===== src/rtl/mem_stage_pkg.sv =====
// Shared definitions for the MEM stage: register widths, memory map base and FSM encoding.
package mem_stage_pkg;

  localparam int LEN_REGISTER    = 32;
  localparam int LEN_REG_ADDRESS = 4;
  localparam int DEFAULT_ADDR_W  = 16;
  localparam logic [LEN_REGISTER-1:0] DEFAULT_MEM_BASE = 32'd1024;

  typedef enum logic [1:0] {
    ST_IDLE = 2'd0,
    ST_BUSY = 2'd1,
    ST_DONE = 2'd2
  } mem_state_e;

  // Byte address relative to the memory base, converted to a word index.
  function automatic logic [LEN_REGISTER-1:0] word_index(
    input logic [LEN_REGISTER-1:0] byte_addr,
    input logic [LEN_REGISTER-1:0] base
  );
    return (byte_addr - base) >> 2;
  endfunction

endpackage


===== src/rtl/mem_stage_if.sv =====
// Request/acknowledge port between the MEM stage and the variable-latency data memory.
interface mem_stage_if
  import mem_stage_pkg::*;
#(
  parameter int ADDR_W = DEFAULT_ADDR_W
) ();

  logic                    mem_req;
  logic                    mem_we;
  logic [ADDR_W-1:0]       mem_addr;
  logic [LEN_REGISTER-1:0] mem_wdata;
  logic                    mem_ack;
  logic [LEN_REGISTER-1:0] mem_rdata;

  modport master (
    output mem_req, mem_we, mem_addr, mem_wdata,
    input  mem_ack, mem_rdata
  );

  modport slave (
    input  mem_req, mem_we, mem_addr, mem_wdata,
    output mem_ack, mem_rdata
  );

endinterface


===== src/rtl/mem_stage_reg.sv =====
// MEM/WB pipeline register; a frozen cycle loads a bubble and holds the data fields.
module mem_stage_reg
  import mem_stage_pkg::*;
(
  input  logic                       clk,
  input  logic                       rst,
  input  logic                       i_freeze,
  input  logic                       i_take_buf,
  input  logic [LEN_REGISTER-1:0]    i_buf_data,
  input  logic                       i_mem_read,
  input  logic                       i_wb_enable,
  input  logic [LEN_REG_ADDRESS-1:0] i_dest_reg,
  input  logic [LEN_REGISTER-1:0]    i_alu_result,
  output logic                       o_mem_read,
  output logic                       o_wb_enable,
  output logic [LEN_REG_ADDRESS-1:0] o_dest_reg,
  output logic [LEN_REGISTER-1:0]    o_alu_result,
  output logic [LEN_REGISTER-1:0]    o_mem_data
);

  logic                       r_mem_read;
  logic                       r_wb_enable;
  logic [LEN_REG_ADDRESS-1:0] r_dest_reg;
  logic [LEN_REGISTER-1:0]    r_alu_result;
  logic [LEN_REGISTER-1:0]    r_mem_data;

  always_ff @(posedge clk or negedge rst) begin
    if (!rst) begin
      r_mem_read   <= 1'b0;
      r_wb_enable  <= 1'b0;
      r_dest_reg   <= '0;
      r_alu_result <= '0;
      r_mem_data   <= '0;
    end else if (i_freeze) begin
      r_mem_read  <= 1'b0;
      r_wb_enable <= 1'b0;
    end else begin
      r_mem_read   <= i_mem_read;
      r_wb_enable  <= i_wb_enable;
      r_dest_reg   <= i_dest_reg;
      r_alu_result <= i_alu_result;
      // Load data is only meaningful on the cycle that retires a memory access.
      if (i_take_buf) r_mem_data <= i_buf_data;
    end
  end

  assign o_mem_read   = r_mem_read;
  assign o_wb_enable  = r_wb_enable;
  assign o_dest_reg   = r_dest_reg;
  assign o_alu_result = r_alu_result;
  assign o_mem_data   = r_mem_data;

endmodule


===== src/rtl/mem_stage.sv =====
// MEM pipeline stage: drives the data-memory handshake, stalls upstream while an access is open.
module mem_stage
  import mem_stage_pkg::*;
#(
  parameter logic [LEN_REGISTER-1:0] MEM_BASE = DEFAULT_MEM_BASE,
  parameter int                      ADDR_W   = DEFAULT_ADDR_W
) (
  input  logic                       clk,
  input  logic                       rst,
  input  logic                       mem_read_in,
  input  logic                       mem_write_in,
  input  logic                       wb_enable_in,
  input  logic [LEN_REG_ADDRESS-1:0] dest_reg_in,
  input  logic [LEN_REGISTER-1:0]    alu_result_in,
  input  logic [LEN_REGISTER-1:0]    reg_file_out2_in,
  output logic                       freeze,
  mem_stage_if.master                mem,
  output logic                       mem_read_out,
  output logic                       wb_enable_out,
  output logic [LEN_REG_ADDRESS-1:0] dest_reg_out,
  output logic [LEN_REGISTER-1:0]    alu_result_out,
  output logic [LEN_REGISTER-1:0]    mem_data_out
);

  mem_state_e              r_state;
  logic                    r_req;
  logic                    r_we;
  logic [ADDR_W-1:0]       r_addr;
  logic [LEN_REGISTER-1:0] r_wdata;
  logic [LEN_REGISTER-1:0] r_buf;

  logic                    w_access;
  logic                    w_mem_read;
  logic [LEN_REGISTER-1:0] w_word;
  logic                    w_unused_hi;

  assign w_access    = mem_read_in | mem_write_in;
  assign w_mem_read  = mem_read_in & ~mem_write_in;
  assign w_word      = word_index(alu_result_in, MEM_BASE);
  assign w_unused_hi = ^w_word;

  // Gated by reset so the stall drops the instant reset is asserted, even with a memory op on the inputs.
  assign freeze = rst & (((r_state == ST_IDLE) & w_access) | (r_state == ST_BUSY));

  always_ff @(posedge clk or negedge rst) begin
    if (!rst) begin
      r_state <= ST_IDLE;
      r_req   <= 1'b0;
      r_we    <= 1'b0;
      r_addr  <= '0;
      r_wdata <= '0;
      r_buf   <= '0;
    end else begin
      case (r_state)
        ST_IDLE: begin
          if (w_access) begin
            r_addr  <= w_word[ADDR_W-1:0];
            r_wdata <= reg_file_out2_in;
            r_we    <= mem_write_in;
            r_req   <= 1'b1;
            r_state <= ST_BUSY;
          end
        end
        ST_BUSY: begin
          if (mem.mem_ack) begin
            if (!r_we) r_buf <= mem.mem_rdata;
            r_req   <= 1'b0;
            r_we    <= 1'b0;
            r_state <= ST_DONE;
          end
        end
        ST_DONE: r_state <= ST_IDLE;
        default: r_state <= ST_IDLE;
      endcase
    end
  end

  assign mem.mem_req   = r_req;
  assign mem.mem_we    = r_we;
  assign mem.mem_addr  = r_addr;
  assign mem.mem_wdata = r_wdata;

  mem_stage_reg u_mem_wb (
    .clk          (clk),
    .rst          (rst),
    .i_freeze     (freeze),
    .i_take_buf   (r_state == ST_DONE),
    .i_buf_data   (r_buf),
    .i_mem_read   (w_mem_read),
    .i_wb_enable  (wb_enable_in),
    .i_dest_reg   (dest_reg_in),
    .i_alu_result (alu_result_in),
    .o_mem_read   (mem_read_out),
    .o_wb_enable  (wb_enable_out),
    .o_dest_reg   (dest_reg_out),
    .o_alu_result (alu_result_out),
    .o_mem_data   (mem_data_out)
  );

endmodule


===== src/flat_wrapper.sv =====
// flat-port wrapper written by rule: the top's interface ports become plain ports
module mem_stage_flat import mem_stage_pkg::*;
#(
  parameter logic [LEN_REGISTER-1:0] MEM_BASE = DEFAULT_MEM_BASE,
  parameter int                      ADDR_W   = DEFAULT_ADDR_W
)
  (clk, rst, mem_read_in, mem_write_in, wb_enable_in, dest_reg_in, alu_result_in, reg_file_out2_in, freeze, mem_read_out, wb_enable_out, dest_reg_out, alu_result_out, mem_data_out, mem_mem_req, mem_mem_we, mem_mem_addr, mem_mem_wdata, mem_mem_ack, mem_mem_rdata);
  mem_stage_if #(.ADDR_W(ADDR_W)) mem_i ();
  input  logic clk;
  input  logic rst;
  input  logic mem_read_in;
  input  logic mem_write_in;
  input  logic wb_enable_in;
  input  logic [LEN_REG_ADDRESS-1:0] dest_reg_in;
  input  logic [LEN_REGISTER-1:0] alu_result_in;
  input  logic [LEN_REGISTER-1:0] reg_file_out2_in;
  output logic freeze;
  output logic mem_read_out;
  output logic wb_enable_out;
  output logic [LEN_REG_ADDRESS-1:0] dest_reg_out;
  output logic [LEN_REGISTER-1:0] alu_result_out;
  output logic [LEN_REGISTER-1:0] mem_data_out;
  output wire logic [$bits(mem_i.mem_req)-1:0] mem_mem_req;
  output wire logic [$bits(mem_i.mem_we)-1:0] mem_mem_we;
  output wire logic [$bits(mem_i.mem_addr)-1:0] mem_mem_addr;
  output wire logic [$bits(mem_i.mem_wdata)-1:0] mem_mem_wdata;
  input wire logic [$bits(mem_i.mem_ack)-1:0] mem_mem_ack;
  input wire logic [$bits(mem_i.mem_rdata)-1:0] mem_mem_rdata;
  assign mem_mem_req = mem_i.mem_req;
  assign mem_mem_we = mem_i.mem_we;
  assign mem_mem_addr = mem_i.mem_addr;
  assign mem_mem_wdata = mem_i.mem_wdata;
  assign mem_i.mem_ack = mem_mem_ack;
  assign mem_i.mem_rdata = mem_mem_rdata;
  mem_stage #(.MEM_BASE(MEM_BASE), .ADDR_W(ADDR_W)) u_core (.clk(clk), .rst(rst), .mem_read_in(mem_read_in), .mem_write_in(mem_write_in), .wb_enable_in(wb_enable_in), .dest_reg_in(dest_reg_in), .alu_result_in(alu_result_in), .reg_file_out2_in(reg_file_out2_in), .freeze(freeze), .mem(mem_i), .mem_read_out(mem_read_out), .wb_enable_out(wb_enable_out), .dest_reg_out(dest_reg_out), .alu_result_out(alu_result_out), .mem_data_out(mem_data_out));
endmodule

===== config.mk =====
export PLATFORM = sky130hd
export DESIGN_NAME = mem_stage_flat
export DESIGN_NICKNAME = d
export VERILOG_FILES = /design/src/rtl/mem_stage_pkg.sv /design/src/rtl/mem_stage_if.sv /design/src/rtl/mem_stage_reg.sv /design/src/rtl/mem_stage.sv /design/src/flat_wrapper.sv
export SDC_FILE = /design/constraint.sdc
export NUM_CORES = 1
export LEC_CHECK = 0
export BUFFER_PORTS_ARGS = -buffer_cell sky130_fd_sc_hd__buf_4
export CAP_MARGIN = 5
export CORE_MARGIN = 2
export CORE_UTILIZATION = 49
export DETAILED_ROUTE_END_ITERATION = 12
export PLACE_DENSITY = 0.89
export SYNTH_ARGS = -nofsm -noshare
export SYNTH_HDL_FRONTEND = slang
export SYNTH_HIERARCHICAL = 1
export SYNTH_SLANG_ARGS = --single-unit
export TNS_END_PERCENT = 5

===== constraint.sdc =====
create_clock -name clk -period 2.5 [get_ports clk]
set_clock_uncertainty 0.1 [all_clocks]
set_input_delay 0.25 -clock clk [delete_from_list [all_inputs] [get_ports clk]]
set_output_delay 0.25 -clock clk [all_outputs]
set_load 0.05 [all_outputs]

==> flow_metrics.py <==
metrics = {
    "routing": {
        "drc": 0,
        "drt-met1-wl_um": 6220,
        "wl_per_cell_um": 19.0,
        "ant_nets": 0,
        "drt_iter0_markers": 301,
        "vias": 4350,
        "wl_met2_um": 9220,
        "routed.top_layer": "met4",
        "vias_per_cell": 4.89,
        "first_pass_iters": 4,
        "wl_met3_um": 1030,
        "routed_wl_um": 16900,
    },
    "die": {
        "fp.dieH_um": 116,
        "die_w_um": 116,
        "rows": 41,
        "die_area_um2": 13500,
        "coreArea_um2": 12500,
        "io_pins": 227,
        "start_util": 0.497,
    },
    "clock_network": {
        "htreeDepth": 4,
        "clkTransAtPathRegs_ns": 0.06,
        "cts_setup_buffers": 0,
        "clk_latency_ns": 0.42,
        "cts.sinks": 154,
        "root_buffer": "clkbuf_16",
        "clockBufferDepth": 2,
        "cts_tree": "built",
        "cts_made_buffers": 17,
    },
    "power": {
        "p_leak_nw": 4.59,
        "powerDensity_nw_per_um2": 1490,
        "p_total_w": 0.0144,
        "ir_worst_vdd_uv": 1080,
    },
    "setup_path": {
        "worstPathCellList": "dlygate4sd3_1, buf_4, or2_1, nand2_1, a21boi_4, buf_12, buf_4",
        "worst_ep_required_time_ns": 2.15,
        "critPathMaxStageDelay_ns": 0.53,
        "crit_path_start_kind": "input port",
        "startpoint": "mem_write_in",
        "worstPathArrival_ns": 2.01,
        "slowest_stage": "dlygate4sd3_1",
        "critPathKind": "input port to output pin",
        "path_buf_inv": 4,
        "crit_top_cell": "buf_4",
        "critPathTopFamily": "buffers and inverters",
        "cp_max_fo": 20,
        "r2r-start": "u_core/r_state[0]",
        "end_kind": "output pin",
    },
    "logic_synthesis": {
        "synth_edf_count": 0,
        "syn-cell-area_um2": 6190,
        "async_flop_share": 1.00,
        "synth_seq_cells": 154,
        "yosys_warnings": 6,
        "synth_nets": 471,
        "synth_top_area_cell": "dfrtp_1",
        "synth_commonest_cells": "154 x dfrtp_1, 75 x mux2_2, 65 x mux2_4",
        "ys_seq_area_frac": 0.623,
        "yosysMostFrequentCell": "dfrtp_1",
        "ys.flop_type": "dfrtp_1",
        "synthCells": 364,
        "synth_area_leaders": "dfrtp_1 62%, mux2_4 16%, mux2_2 14%",
        "yosysTopAreaCellShare": 0.623,
        "synth.distinct_cells": 29,
        "avgSynthCellArea_um2": 17.0,
    },
    "worst_hold_path": {
        "hp-class": "input port to flop",
        "hold_path.startpoint": "alu_result_in[14]",
    },
    "placement": {
        "hpwl_um": 9770,
        "place_congestion": 0.741,
        "numPortBuffers": 226,
    },
    "grt": {
        "grt_pass1_vias": 4749,
        "grt_pass1_wl_um": 25100,
        "antenna_found_initial": 0,
        "grt_max_degree": 155,
        "gr-total-overflow": 0,
        "grt_use_total": 0.249,
    },
    "layout": {
        "num_antenna_cells": 0,
        "drive_above_1_share": 0.573,
        "synthToLayoutAreaGrowth_pct": 56.5,
        "fillerInstances": 710,
        "final_net_count": 811,
    },
    "status": {
        "status": "finished clean",
    },
    "timing": {
        "hold_viol": 0,
        "rsz0062_at_grt": "false",
        "fin_setup_tns_ns": 0,
        "min_period_over_period": 0.943,
        "worstMarginPinSlew_ns": 0.795,
        "relSlewSlack": 0.470,
        "timing.fmax_mhz": 424,
        "slew_viol_final": 0,
        "setup_viol": 0,
        "post-route-min-period_ns": 2.36,
    },
    "job": {
        "cap_viol_max_count": 0,
    },
}
-- path summary, 6_finish.rpt --
| path | endpoint | slack, ns | depth (start not counted) |
|---|---|---|---|
| max in group asynchronous | u_core/mem.mem_wdata[5] | 1.21 | 3 |
| hold reg to reg | u_core/u_mem_wb/o_mem_data[19] | 0.39 | 1 |
| setup / recovery | freeze | 0.14 | 7 |
| setup reg to reg | u_core/mem.mem_addr[5] | 0.46 | 4 |
| hold / removal | u_core/u_mem_wb/o_alu_result[14] | 0.02 | 2 |
| min in group asynchronous | u_core/r_state[1] | 0.52 | 3 |
-- cell type report --
type | instances | area [um^2] | area share
clock buffer | 20 | 447 | 0.0461
clock inverter | 12 | 149 | 0.0154
inverter | 6 | 22.5 | 0.00232
multi-input combinational | 187 | 2150 | 0.222
sequential | 154 | 3850 | 0.398
tap | 172 | 215 | 0.0222
timing repair buffer | 338 | 2850 | 0.294
-- through the flow --
stage	setup WS (ns)	cells	cell area [um^2]	util	hold slack, ns
6_report	0.141	889	9690	0.777	0.0207
5_1_grt	0.0404	889	9690	0.777	0.0140
4_1_cts	0.0141	888	9650	0.774	0.000416
3_5_place_dp	0.354	754	8030	0.644	0.368
3_3_place_gp	0.440	754	8030	0.644	0.347
2_1_floorplan	0.129	364	6190	-	-0.146
-- metal layers --
layer  vias to the layer above  GRT usage
li1                       1957          -
met1                      2173      0.276
met2                       182      0.446
met3                        38     0.0711
met4                         0      0.113
met5                         -          0
-- where the power goes --
group	internal (W)	switching (W)
logic	0.00292	0.00450
clock network	0.00159	0.00102
registers	0.00364	0.000743
-- timing repair --
item	in CTS	in global routing
gates resized for setup	1	3
gates cloned	0	1
hold buffers	102	0
hold endpoints to repair	263	0
setup endpoints to repair	1	1
-- logic make-up (layout without fill, tap and decap cells) --
group | Yosys count | in the layout | share of synthesized area
AO/OA/AOI/OAI | 18 | 18 | 0.0170
XOR/XNOR | 2 | 2 | 0.00283
adder cells (fa/ha/maj) | 1 | 1 | 0.00202
buffers and inverters | 23 | 376 | 0.0346
flip-flops | 154 | 154 | 0.623
multiplexers | 143 | 143 | 0.299
AND/OR/NAND/NOR | 23 | 23 | 0.0216
-- placed cells by master, fill, tap and decap left out, types with 2 or more instances in the layout --
cell and n:
inv_1 6, buf_4 231, nand2_1 4, xnor2_1 2, mux2_1 2, clkinvlp_4 4
clkbuf_16 18, dlygate4sd3_1 102, a31oi_1 4, dfrtp_1 154, bufinv_16 3, mux2_2 75
or4_1 2, mux2_4 65, o21ai_0 4, or3_1 3, nand2b_1 2, nor2_1 2
clkinv_2 4, o31ai_1 2, a21oi_1 6, clkbuf_1 2, nor2b_1 3, buf_12 3
No activity file was read; power rests on OpenSTA's default activity.
